## src/rtl/instr_fetch_stage_if.sv

```systemverilog
// instr_fetch_stage_if: instruction memory read bus between the fetch stage (master) and memory (slave).
interface instr_fetch_stage_if #(parameter int AW = 32, parameter int IW = 16);
   logic          rd;
   logic [AW-1:0] addr;
   logic [IW-1:0] rdata;
   logic          ack;
   modport master (output rd, addr, input rdata, ack);
   modport slave (input rd, addr, output rdata, ack);
endinterface

```

## src/rtl/instr_fetch_stage.sv

```systemverilog
// instr_fetch_stage: fetches 1- or 2-halfword instructions at the PC into IF/ID, drives PC advance.
module instr_fetch_stage #(
   parameter int AW       = 32,
   parameter int IW       = 16,
   parameter int LONG_BIT = 15
) (
   input  logic                clk,
   input  logic                rst,
   input  logic [AW-1:0]       pc_i,
   output logic [AW-1:0]       next_pc_o,
   output logic                pc_enable_o,
   input  logic                flush_i,
   input  logic                stall_i,
   instr_fetch_stage_if.master imem,
   output logic                ifid_valid_o,
   output logic [31:0]         ifid_instr_o,
   output logic [AW-1:0]       ifid_pc_o,
   output logic [AW-1:0]       ifid_next_pc_o
);
   typedef enum logic [2:0] {ISSUE, REQ1, REQ2, PEND, DRAIN} state_t;
   state_t        state_q;
   logic [AW-1:0] addr_q, imem_addr_q, ifid_pc_q, ifid_npc_q;
   logic [IW-1:0] word1_q;
   logic [31:0]   pend_instr_q, ifid_instr_q, instr_d;
   logic [1:0]    len_q, len_d;
   logic          rd_q, valid_q, is_long, done, write;

   assign is_long = imem.rdata[LONG_BIT];
   assign done    = imem.ack && (state_q == REQ2 || (state_q == REQ1 && !is_long));
   assign len_d   = state_q == REQ1 ? (is_long ? 2'd2 : 2'd1) : state_q == REQ2 ? 2'd2 : len_q;
   assign instr_d = state_q == REQ1 ? {imem.rdata, 16'h0000} :
                    state_q == REQ2 ? {word1_q, imem.rdata} : pend_instr_q;
   // A completed (or parked) instruction moves into IF/ID only if decode can take it.
   assign write          = !flush_i && (done || state_q == PEND) && (!valid_q || !stall_i);
   assign pc_enable_o    = write || flush_i;
   assign next_pc_o      = addr_q + AW'(len_d);
   assign imem.rd        = rd_q;
   assign imem.addr      = imem_addr_q;
   assign ifid_valid_o   = valid_q;
   assign ifid_instr_o   = ifid_instr_q;
   assign ifid_pc_o      = ifid_pc_q;
   assign ifid_next_pc_o = ifid_npc_q;

   always_ff @(posedge clk or posedge rst) begin
      if (rst) begin
         state_q      <= ISSUE;
         addr_q       <= '0;
         imem_addr_q  <= '0;
         word1_q      <= '0;
         pend_instr_q <= '0;
         len_q        <= 2'd1;
         rd_q         <= 1'b0;
         valid_q      <= 1'b0;
         ifid_instr_q <= '0;
         ifid_pc_q    <= '0;
         ifid_npc_q   <= '0;
      end else begin
         if (write) begin
            valid_q      <= 1'b1;
            ifid_instr_q <= instr_d;
            ifid_pc_q    <= addr_q;
            ifid_npc_q   <= next_pc_o;
         end else if (flush_i || !stall_i) begin
            valid_q <= 1'b0;
         end
         case (state_q)
            ISSUE: begin
               addr_q <= pc_i;
               if (!flush_i) begin
                  state_q     <= REQ1;
                  rd_q        <= 1'b1;
                  imem_addr_q <= pc_i;
               end
            end
            REQ1, REQ2: begin
               // An unacknowledged read cannot be withdrawn, so a flush must wait it out in DRAIN.
               if (flush_i) begin
                  state_q <= imem.ack ? ISSUE : DRAIN;
                  rd_q    <= !imem.ack;
               end else if (imem.ack) begin
                  word1_q      <= imem.rdata;
                  pend_instr_q <= instr_d;
                  len_q        <= len_d;
                  if (!done) begin
                     state_q     <= REQ2;
                     imem_addr_q <= addr_q + AW'(1);
                  end else begin
                     state_q <= write ? ISSUE : PEND;
                     rd_q    <= 1'b0;
                  end
               end
            end
            PEND: if (flush_i || !stall_i) state_q <= ISSUE;
            DRAIN: begin
               if (imem.ack) begin
                  state_q <= ISSUE;
                  rd_q    <= 1'b0;
               end
            end
            default: state_q <= ISSUE;
         endcase
      end
   end
endmodule

```

## src/flat_wrapper.sv

```systemverilog
// flat-port wrapper written by rule: the top's interface ports become plain ports
module instr_fetch_stage_flat 
#(
   parameter int AW       = 32,
   parameter int IW       = 16,
   parameter int LONG_BIT = 15
)
  (clk, rst, pc_i, next_pc_o, pc_enable_o, flush_i, stall_i, ifid_valid_o, ifid_instr_o, ifid_pc_o, ifid_next_pc_o, imem_rd, imem_addr, imem_rdata, imem_ack);
  instr_fetch_stage_if #(.AW(AW), .IW(IW)) imem_i ();
  input  logic clk;
  input  logic rst;
  input  logic [AW-1:0] pc_i;
  output logic [AW-1:0] next_pc_o;
  output logic pc_enable_o;
  input  logic flush_i;
  input  logic stall_i;
  output logic ifid_valid_o;
  output logic [31:0] ifid_instr_o;
  output logic [AW-1:0] ifid_pc_o;
  output logic [AW-1:0] ifid_next_pc_o;
  output wire logic [$bits(imem_i.rd)-1:0] imem_rd;
  output wire logic [$bits(imem_i.addr)-1:0] imem_addr;
  input wire logic [$bits(imem_i.rdata)-1:0] imem_rdata;
  input wire logic [$bits(imem_i.ack)-1:0] imem_ack;
  assign imem_rd = imem_i.rd;
  assign imem_addr = imem_i.addr;
  assign imem_i.rdata = imem_rdata;
  assign imem_i.ack = imem_ack;
  instr_fetch_stage #(.AW(AW), .IW(IW), .LONG_BIT(LONG_BIT)) u_core (.clk(clk), .rst(rst), .pc_i(pc_i), .next_pc_o(next_pc_o), .pc_enable_o(pc_enable_o), .flush_i(flush_i), .stall_i(stall_i), .imem(imem_i), .ifid_valid_o(ifid_valid_o), .ifid_instr_o(ifid_instr_o), .ifid_pc_o(ifid_pc_o), .ifid_next_pc_o(ifid_next_pc_o));
endmodule
```

## config.mk

```make
export PLATFORM = sky130hd
export DESIGN_NAME = instr_fetch_stage_flat
export DESIGN_NICKNAME = d
export VERILOG_FILES = /design/src/rtl/instr_fetch_stage_if.sv /design/src/rtl/instr_fetch_stage.sv /design/src/flat_wrapper.sv
export SDC_FILE = /design/constraint.sdc
export NUM_CORES = 1
export LEC_CHECK = 0
export BUFFER_PORTS_ARGS = -buffer_cell sky130_fd_sc_hd__buf_2
export CAP_MARGIN = 20
export CELL_PAD_IN_SITES_DETAIL_PLACEMENT = 1
export CELL_PAD_IN_SITES_GLOBAL_PLACEMENT = 2
export CORE_ASPECT_RATIO = 0.9
export CORE_MARGIN = 2
export CORE_UTILIZATION = 30
export CTS_BUF_LIST = sky130_fd_sc_hd__clkbuf_4 sky130_fd_sc_hd__clkbuf_8
export DETAILED_ROUTE_END_ITERATION = 7
export HOLD_SLACK_MARGIN = 0.05
export PLACE_DENSITY = 0.81
export SLEW_MARGIN = 10
export SYNTH_ARGS = -nofsm -noshare
export SYNTH_HDL_FRONTEND = slang
export SYNTH_SLANG_ARGS = --single-unit
```

## constraint.sdc

```tcl
create_clock -name clk -period 20.9 [get_ports clk]
set_input_delay 3.135 -clock clk [delete_from_list [all_inputs] [get_ports clk]]
set_output_delay 3.135 -clock clk [all_outputs]
set_load 0.01 [all_outputs]
```

==> run metrics, run 1 <==
Mapped Area 0.0102 mm2; I/O Buffers 215; Post-synth EDFFs 0; FF+latch count, synth 215; final non-filler cell area 0.0125 mm2; Logic pwr share 41.4%; Post-CTS Setup Repair Bufs 0; Mapped Avg Cell Area 10.1 um2; root buf cell clkbuf_8; status complete, no violations; Internal Power 1.23 mW; Clock power frac 20.5%; Crit Path Max Fanout 8; die area 0.0354 mm2; num rows 63; post-CTS sizing 0; HPWL Detailed 22.0 mm; VDD IR max 70.1 uV; vias per cell 4.86; PnR Total Power 2.12 mW; RR Startpoint u_core.state_q[0]$_DFFE_PP0P_; R2R Path End u_core.ifid_next_pc_o[30]$_DFFE_PP0P_; Min Hold Slack 0.472 ns; sw frac 41.8%; final cycle utilization of the critical path 43.3%; largest net degree at the start of global routing 85; Seq pwr share 38.1%; top cell type's share of synthesized area 52.6%; final core utilization 37.5%; worst skew pair latency 0.59 ns; Async S/R FF share, synth 100%; Register-to-Register Path Depth 10; Seq/Total Area, Yosys 52.9%; crit end category primary output; pwr dens 170 mW/mm2; die height 179 um; NetSw 0.884 mW; vias 8,214; Fin. Hold Viols 0; layout cells sized above 1 31.5%; Worst Hold Depth 2; main flop type after synthesis dfrtp_1; CP startpoint kind primary input; reg2reg setup slack 16.62 ns; core area 0.0332 mm2; die width 198 um; fill cell count 3,812; RD Place Congestion 0.808; largest area contributor in the netlist dfrtp_1; Synth-to-Final Area Change 22.4%; GRT Total Usage 18.3%; clock skew 0.0436 ns; largest cells by area after synthesis dfrtp_1 (53%), nand2_1 (8.7%), mux2_2 (8.0%); violation count after the first detailed-route iteration 384; Remaining DRCs 0; Slew Limit Fails 0; final WL 32.2 mm; CTS Buffer Depth 3; most common cell in the netlist nand2_1; hold crit path type register to register; hold wc startpoint u_core.ifid_next_pc_o[3]$_DFFE_PP0P_; setup TNS 0 ns; Final setup viols 0; Final nets 1,261; Mapped Cells 1,012; Pre-antenna DRT Iters 4; Antenna Nets Post-Route 0; first-pass GRT wire length 50.3 mm; vias in the first global route 8,734; placed inst area 0.0116 mm2; worst-margin pin slew 0.966 ns; Critical Path AT 5.91 ns; clk sink count 215; Synth Net Count 1,069; synth cell count leaders nand2_1 (236), dfrtp_1 (214), o21ai_0 (86); Cell variety after synth 56; count of hold buffers inserted by post-cts repair 0; Initial Utilization 30.7%; FF/Latch Area 0.00538 mm2; GRT overflow 0; Hold Crit Endpoint u_core.ifid_next_pc_o[3]$_DFFE_PP0P_; initial antenna violation count 8; number of CTS-inserted buffers 41; synth warn 0; clock tree from TritonCTS done; RSZ-0062 raised after global routing false; fmax 0.111 GHz; Ports 216; LEAKAGE 5.77 nW; clock-pin slew on the worst setup and hold paths 0.05 ns; Final min period 9.05 ns; Max Cap Viol 0; multi-input logic area 0.00445 mm2; CP Class primary input to primary output; Required @ worst endpoint 17.77 ns; # H-tree levels 2; relative slew slack 35.5%; post-DR wirelength/cell 19.0 um
==> layer usage <==
layer | up-vias | part of all wire, % | global-route usage (%)
met2 | 211 | 46 | 28.9
met4 | 4 | 2.7 | 6.20
met3 | 60 | 7.2 | 5.66
met5 | - | 0.084 | 0
li1 | 3852 | - | -
met1 | 4087 | 44 | 24.0
==> through the flow <==
stage / std cells / worst slack, ns
finish: 1690 / 11.85
global placement: 1616 / 11.87
CTS: 1685 / 11.85
floorplan: 1012 / 11.89
global route: 1687 / 11.63
detailed placement: 1616 / 11.85
==> state kept, by name (all words and copies together) (netlist names) <==
register	cells
u_core.imem.rd	1
u_core.ifid_pc_o	32
u_core.imem.addr	32
u_core.addr_q	32
u_core.word1_q	16
u_core.pend_instr_q	32
u_core.ifid_valid_o	1
u_core.len_q	2
u_core.state_q	3
u_core.ifid_next_pc_o	32
u_core.ifid_instr_o	32
==> cell type report <==
type,instances,share of cell area (%)
Clock inverter,5,0.552
Tap cell,455,4.57
Antenna cell,5,0.100
Multi-Input combinational cell,713,35.8
Inverter,7,0.271
Clock buffer,64,6.27
Timing Repair Buffer,226,9.30
Sequential cell,215,43.2
==> power groups by stage <==
stage | clock network [mW] | logic [mW] | registers [mW]
after floorplan | 0 | 0.554 | 0.779
after global placement | 0 | 0.867 | 0.803
after detailed placement | 0 | 0.889 | 0.811
after CTS | 0.452 | 0.893 | 0.807
after global routing | 0.467 | 0.980 | 0.836
final | 0.434 | 0.876 | 0.805
==> critical path: stages <==
cell and delay, ns:
buf_2 0.15, nor2_1 0.23, a21o_1 0.15, ha_1 0.19, fa_1 0.43, nand3_1 0.16
nor4_1 0.74, nand4_1 0.22, xnor2_1 0.29, buf_2 0.19
==> cells in the final DEF (no fill, tap or decap), types with 3 or more instances in the layout <==
master	Yosys	layout
a21o_1	6	6
a21oi_1	27	27
a22oi_1	19	19
and2_1	3	3
and3_1	4	4
buf_2	20	215
buf_4	6	11
clkbuf_4	0	16
clkbuf_8	0	48
dfrtp_1	214	214
diode_2	0	5
ha_1	3	3
inv_1	7	6
inv_8	0	4
mux2_2	72	72
mux2i_1	33	33
nand2_1	236	236
nand2b_1	6	5
nand3_1	16	15
nand4_1	15	15
nor2_1	46	45
nor2b_1	3	3
nor3_1	17	16
nor4_1	8	8
nor4_2	3	3
o21ai_0	86	86
o22ai_1	3	3
o31ai_1	16	16
xnor2_1	28	28
xor2_1	32	32
==> cells by family (layout without fill, tap and decap cells) <==
kind of cell,Yosys count,count (layout),synth area share [%]
AND/OR/NAND/NOR,370,370,16.3
flip-flops,215,215,52.9
AO/OA/AOI/OAI,173,173,10.0
multiplexers,106,106,11.3
buffers and inverters,84,302,3.71
XOR/XNOR,60,60,5.16
adder cells (fa/ha/maj),4,4,0.566
other,0,5,0
==> how the worst max path moves through the flow <==
stage / from / end / cells past startpoint
2_1_floorplan: rst / u_core.addr_q[0]$_DFFE_PP0P_ / 1
3_3_place_gp: imem_rdata[15] / next_pc_o[30] / 10
3_5_place_dp: imem_rdata[15] / next_pc_o[30] / 10
4_1_cts: imem_rdata[15] / next_pc_o[30] / 10
5_1_grt: imem_rdata[15] / next_pc_o[30] / 10
6_report: imem_rdata[15] / next_pc_o[30] / 10
No activity file was read; power rests on OpenSTA's default activity.
==> run 2, diff against run 1 <==
==> constraint.sdc (replaced) <==
create_clock -name clk -period 9.2 [get_ports clk]
set_input_delay 1.38 -clock clk [delete_from_list [all_inputs] [get_ports clk]]
set_output_delay 1.38 -clock clk [all_outputs]
set_load 0.01 [all_outputs]
==> run 2 against run 1 <==
  * Worst hold slack worse by 0.0016 ns
  * Sequential share of layout area down 0.12 points
  * Cell count up 0.12%
  * Non-clock buffer count unchanged
  * Setup slack worse by 8.6 ns
==> run metrics, run 2 (synthesized netlist as in run 1, its figures left out) <==
status complete, no violations (unchanged); # H-tree levels 2 (unchanged); Final nets 1,260 (was 1,261); Critical Path AT 4.55 ns (was 5.91 ns); relative slew slack 30.2% (was 35.5%); GRT overflow 0 (unchanged); vias per cell 4.86 (about the same); Post-CTS Setup Repair Bufs 0 (unchanged); slowest CP cell dfrtp_1 (was nor4_1); Antenna Nets Post-Route 0 (unchanged); PnR Total Power 4.84 mW (was 2.12 mW); Slew Limit Fails 0 (unchanged); core area 0.0332 mm2 (unchanged); vias 8,217 (was 8,214); LEAKAGE 5.78 nW (was 5.77 nW); clock tree from TritonCTS done (unchanged); Pre-antenna DRT Iters 4 (unchanged); most common cell after layout, fill and taps aside nand2_1 (unchanged); clock skew 0.0298 ns (was 0.0436 ns); CTS Buffer Depth 3 (unchanged); violation count after the first detailed-route iteration 335 (was 384); HPWL Detailed 22.0 mm (about the same); count of hold buffers inserted by post-cts repair 0 (unchanged); die width 198 um (unchanged); final worst slack 3.27 ns (was 11.85 ns); final cycle utilization of the critical path 64.4%; Initial Utilization 30.7% (unchanged); Final setup viols 0 (unchanged); peak per-stage delay on the critical path 0.81 ns (was 0.74 ns); post-DR wirelength/cell 19.0 um (about the same); root buf cell clkbuf_8 (unchanged); pwr dens 387 mW/mm2 (was 170 mW/mm2); Remaining DRCs 0 (unchanged); crit end category primary output (unchanged); VDD IR max 160 uV (was 70.1 uV); largest net degree at the start of global routing 102 (was 85); initial antenna violation count 5 (was 8); number of CTS-inserted buffers 40 (was 41); RD Place Congestion 0.810 (was 0.808); worst skew pair latency 0.56 ns (was 0.59 ns); vias in the first global route 8,780 (was 8,734); Crit Path Max Fanout 22 (was 8); Max Cap Viol 0 (unchanged); Ports 216 (unchanged); Synth-to-Final Area Change 22.8% (was 22.4%); die area 0.0354 mm2 (unchanged); clk sink count 215 (unchanged); Final min period 5.93 ns; commonest non-fill, non-tap cells in the layout nand2_1 (236), buf_2 (215), dfrtp_1 (214) (unchanged); fmax 0.169 GHz; die height 179 um (unchanged); setup TNS 0 ns (unchanged); post-CTS sizing 0 (unchanged); layout cells sized above 1 31.7% (was 31.5%); Fin. Hold Viols 0 (unchanged); CP Class register to primary output (was primary input to primary output); RSZ-0062 raised after global routing false (unchanged); Required @ worst endpoint 7.82 ns (was 17.77 ns); num rows 63 (unchanged); cells along the critical path xor2_1, nand2b_1, a21o_1, ha_1, fa_1, nand3_1, nor4_1, nand4_1, xnor2_1, buf_2 (was buf_2, nor2_1, a21o_1, ha_1, fa_1, nand3_1, nor4_1, nand4_1, xnor2_1, buf_2); CP startpoint kind register (was primary input); worst-margin pin slew 1.04 ns (was 0.966 ns); GRT Total Usage 18.3% (about the same); pre-CTS WS 3.75 ns (was 11.85 ns); first-pass GRT wire length 50.5 mm (was 50.3 mm); final core utilization 37.6% (was 37.5%); hold crit path type register to register (unchanged); I/O Buffers 215 (unchanged); final WL 32.2 mm (about the same); clock-pin slew on the worst setup and hold paths 0.06 ns (was 0.05 ns)
run 2: changes by cell type in the layout (fill, tap and decap cells not counted), moves of 2 or more:
| cell | before | now |
|---|---|---|
| inv_8 | 4 | 1 |
| clkbuf_4 | 16 | 11 |
| clkinvlp_4 | 0 | 2 |
| clkinv_2 | 1 | 4 |
| clkbuf_8 | 48 | 53 |
run 2: metrics by stage:
step	hold slack [ns]	cell area, um2	cells
after floorplan	0.449	10200	1012
after global placement	0.455	11600	1616
after detailed placement	0.459	11600	1616
after CTS	0.475	12500	1688
after global routing	0.491	12500	1689
final	0.471	12500	1692
run 2: power breakdown:
group          total, mW  switching [mW]  leakage (nW)  internal, mW
registers           1.83           0.427          2.69          1.40
clock network       1.02           0.428         0.466         0.589
logic               1.99            1.16          2.63         0.829
run 2: path summary, 6_finish.rpt:
check	from	to	slack (ns)	depth (start not counted)
max	u_core.state_q[0]$_DFFE_PP0P_	next_pc_o[30]	3.27	10
min	u_core.ifid_next_pc_o[1]$_DFFE_PP0P_	u_core.ifid_next_pc_o[1]$_DFFE_PP0P_	0.47	2
max reg2reg	u_core.state_q[0]$_DFFE_PP0P_	u_core.ifid_next_pc_o[30]$_DFFE_PP0P_	5.08	10
min reg2reg	u_core.ifid_next_pc_o[1]$_DFFE_PP0P_	u_core.ifid_next_pc_o[1]$_DFFE_PP0P_	0.47	2
max in group asynchronous	rst	u_core.ifid_next_pc_o[25]$_DFFE_PP0P_	6.93	3
min in group asynchronous	rst	u_core.ifid_pc_o[2]$_DFFE_PP0P_	0.92	2
run 2: worst max-delay path, delay by kind of cell, from the launching register on:
family,cells,cell delay (ns)
AO/OA/AOI/OAI,1,0.24
XOR/XNOR,2,0.52
adder cells (fa/ha/maj),2,0.54
buffers and inverters,1,0.19
flip-flops,1,0.81
AND/OR/NAND/NOR,4,1.68
run 2: layer usage:
metal / vias up / share of wire, % / track usage [%]
li1: 3852 / - / -
met1: 4139 / 44 / 23.4
met2: 174 / 47 / 29.7
met3: 50 / 6.8 / 6.00
met4: 2 / 1.8 / 5.36
met5: - / 0.040 / 0
run 2: cell type report:
type	count	area, um2
diodes	4	10.0
clock buffers	64	812
clock inverters	8	73.8
fillers	3851	20700
inverters	7	33.8
multi-input cells	713	4450
flip-flops and latches	215	5380
well taps	455	569
repair buffers	226	1160
==> run 3, diff against run 2 <==
--- a/config.mk
+++ b/config.mk
@@ -15,7 +15,7 @@
 export CTS_BUF_LIST = sky130_fd_sc_hd__clkbuf_4 sky130_fd_sc_hd__clkbuf_8
 export DETAILED_ROUTE_END_ITERATION = 7
 export HOLD_SLACK_MARGIN = 0.05
-export PLACE_DENSITY = 0.81
+export PLACE_DENSITY = 0.84
 export SLEW_MARGIN = 10
 export SYNTH_ARGS = -nofsm -noshare
 export SYNTH_HDL_FRONTEND = slang
==> constraint.sdc (replaced) <==
create_clock -name clk -period 5.3 [get_ports clk]
set_input_delay 0.795 -clock clk [delete_from_list [all_inputs] [get_ports clk]]
set_output_delay 0.795 -clock clk [all_outputs]
set_load 0.01 [all_outputs]
==> run 3 against run 2 <==
  * Combinational power rose by 75%
  * Via count rose by 0.35%
  * Setup slack got worse by 2.7 ns
  * Non-clock buffer count did not move
  * Critical endpoint is now next_pc_o[28]
==> run metrics, run 3 (synthesized netlist as in run 1, its figures left out) <==
Max Cap Viol 0 (unchanged); clock-pin slew on the worst setup and hold paths 0.06 ns (about the same); final cycle utilization of the critical path 88.6%; VDD IR max 311 uV (was 160 uV); commonest non-fill, non-tap cells in the layout nand2_1 (236), buf_2 (215), dfrtp_1 (213) (was nand2_1 (236), buf_2 (215), dfrtp_1 (214)); die width 198 um (unchanged); Synth-to-Final Area Change 23.0% (was 22.8%); Fin. Hold Viols 0 (unchanged); Slew Limit Fails 0 (unchanged); num rows 63 (unchanged); CP Depth 10 (unchanged); pwr dens 671 mW/mm2 (was 387 mW/mm2); largest net degree at the start of global routing 103 (was 102); worst-margin pin slew 1.01 ns (was 1.04 ns); dpl cells 1,616 (unchanged); core area 0.0332 mm2 (unchanged); Required @ worst endpoint 4.51 ns (was 7.82 ns); hold crit path type primary input to asynchronous set/reset pin (was register to register); Final nets 1,260 (unchanged); Register-to-Register Path Depth 10 (unchanged); fin cells 1,692 (unchanged); clock skew 0.0309 ns (was 0.0298 ns); CTS Buffer Depth 3 (unchanged); delay-heaviest family, CP simple AND/OR/NAND/NOR gates (unchanged); Final min period 4.69 ns; R2R Path End u_core.ifid_next_pc_o[28]$_DFFE_PP0P_ (was u_core.ifid_next_pc_o[30]$_DFFE_PP0P_); RR Startpoint u_core.state_q[0]$_DFFE_PP0P_ (unchanged); Crit Path Max Fanout 22 (unchanged); number of CTS-inserted buffers 40 (unchanged); count of hold buffers inserted by post-cts repair 0 (unchanged); clock tree from TritonCTS done (unchanged); fmax 0.213 GHz; Post-CTS Setup Repair Bufs 0 (unchanged); setup TNS 0 ns (unchanged); vias in the first global route 8,658 (was 8,780); final core utilization 37.7% (was 37.6%); most used routing layer met2 (unchanged); initial antenna violation count 7 (was 5); M3 GR Usage 5.53% (was 6.00%); crit end category primary output (unchanged); RSZ-0062 raised after global routing false (unchanged); Worst Setup SP u_core.state_q[0]$_DFFE_PP0P_ (unchanged); Final setup viols 0 (unchanged); # H-tree levels 2 (unchanged); worst skew pair latency 0.55 ns (was 0.56 ns); peak per-stage delay on the critical path 0.64 ns (was 0.81 ns); HPWL Detailed 22.4 mm (was 22.0 mm); RD Place Congestion 0.778 (was 0.810); grt met1 use 23.5% (was 23.4%); GRT overflow 0 (unchanged); vias per cell 4.87 (was 4.86); I/O Buffers 215 (unchanged); Worst Setup EP next_pc_o[28] (was next_pc_o[30]); Critical Path AT 3.90 ns (was 4.55 ns); most common cell after layout, fill and taps aside nand2_1 (unchanged); status complete, no violations (unchanged); GRT Total Usage 18.2% (was 18.3%); Antenna Nets Post-Route 0 (unchanged); die height 179 um (unchanged); post-DR wirelength/cell 19.0 um (about the same); LEAKAGE 5.77 nW (was 5.78 nW); clk sink count 215 (unchanged); CP startpoint kind register (unchanged); CP Class register to primary output (unchanged); layout cells sized above 1 31.8% (was 31.7%); slowest CP cell nor4_1 (was dfrtp_1); reg2reg setup slack 1.77 ns (was 5.08 ns); relative slew slack 32.5% (was 30.2%); Initial Utilization 30.7% (unchanged); root buf cell clkbuf_8 (unchanged); M2 GR Usage 29.0% (was 29.7%); Remaining DRCs 0 (unchanged); die area 0.0354 mm2 (unchanged); Pre-antenna DRT Iters 4 (unchanged); violation count after the first detailed-route iteration 443 (was 335); first-pass GRT wire length 49.9 mm (was 50.5 mm); CP bufs+invs 2 (was 1); final WL 32.1 mm (was 32.2 mm); cells along the critical path xor2_1, nand2b_1, a21o_1, ha_1, fa_1, inv_1, nor4_1, nand4_1, xnor2_1, buf_2 (was xor2_1, nand2b_1, a21o_1, ha_1, fa_1, nand3_1, nor4_1, nand4_1, xnor2_1, buf_2); Ports 216 (unchanged); vias 8,246 (was 8,217); PnR Total Power 8.40 mW (was 4.84 mW)
## run 3: cell types whose count changed in the layout (fill, tap and decap cells not counted), moves of 2 or more
cell / previous run / this run
buf_4: 11 / 9
diode_2: 4 / 6
clkbuf_8: 53 / 55
buf_12: 0 / 2
clkbuf_4: 11 / 13
clkinv_2: 4 / 0
## run 3: through the flow
step	area [um2]	hold WS [ns]	setup slack [ns]
2_1_floorplan	10200	0.449	1.71
3_3_place_gp	11600	0.455	0.740
3_5_place_dp	11600	0.458	0.599
4_1_cts	12500	0.296	0.229
5_1_grt	12500	0.327	0.263
6_report	12500	0.320	0.606
## run 3: routing by layer
metal,vias to the layer above,wire [um]
li1,3851,-
met1,4137,14300
met2,205,14900
met3,49,2120
met4,4,722
met5,-,27
## run 3: worst reg2reg max path, cell delays in order (launching register included)
cell and delay, ns:
dfrtp_2 0.61, xor2_1 0.18, nand2b_1 0.48, a21o_1 0.25, ha_1 0.19, fa_1 0.35
inv_1 0.07, nor4_1 0.64, nand4_1 0.19, xnor2_1 0.18, mux2_2 0.28
## run 3: area by class of cell
class / count / area, um2
Fill cell: 3794 / 20700
Sequential cell: 215 / 5380
Multi-Input combinational cell: 713 / 4460
Timing Repair Buffer: 226 / 1180
Clock buffer: 68 / 855
Tap cell: 455 / 569
Inverter: 7 / 30.0
Clock inverter: 2 / 16.3
Antenna cell: 6 / 15.0
## run 3: how the worst min path moves through the flow
stage                                    startpoint                                    to  depth (start not counted)
6_report                                        rst  u_core.ifid_next_pc_o[1]$_DFFE_PP0P_                          2
2_1_floorplan    u_core.pend_instr_q[0]$_DFFE_PP0P_    u_core.pend_instr_q[0]$_DFFE_PP0P_                          2
4_1_cts                                         rst  u_core.ifid_next_pc_o[1]$_DFFE_PP0P_                          2
5_1_grt                                         rst       u_core.ifid_pc_o[4]$_DFFE_PP0P_                          2
3_5_place_dp   u_core.ifid_next_pc_o[8]$_DFFE_PP0P_  u_core.ifid_next_pc_o[8]$_DFFE_PP0P_                          2
3_3_place_gp   u_core.ifid_next_pc_o[5]$_DFFE_PP0P_  u_core.ifid_next_pc_o[5]$_DFFE_PP0P_                          2
## run 3: power breakdown
part / switching, mW / total [mW] / internal (mW)
logic: 2.05 / 3.49 / 1.44
clock network: 0.722 / 1.73 / 1.01
registers: 0.749 / 3.18 / 2.43
## run 3: what timing repair did
action | CTS | global route
gates resized for setup | 1 | 1
pin swaps | 0 | 0
setup endpoints to repair | 1 | 2
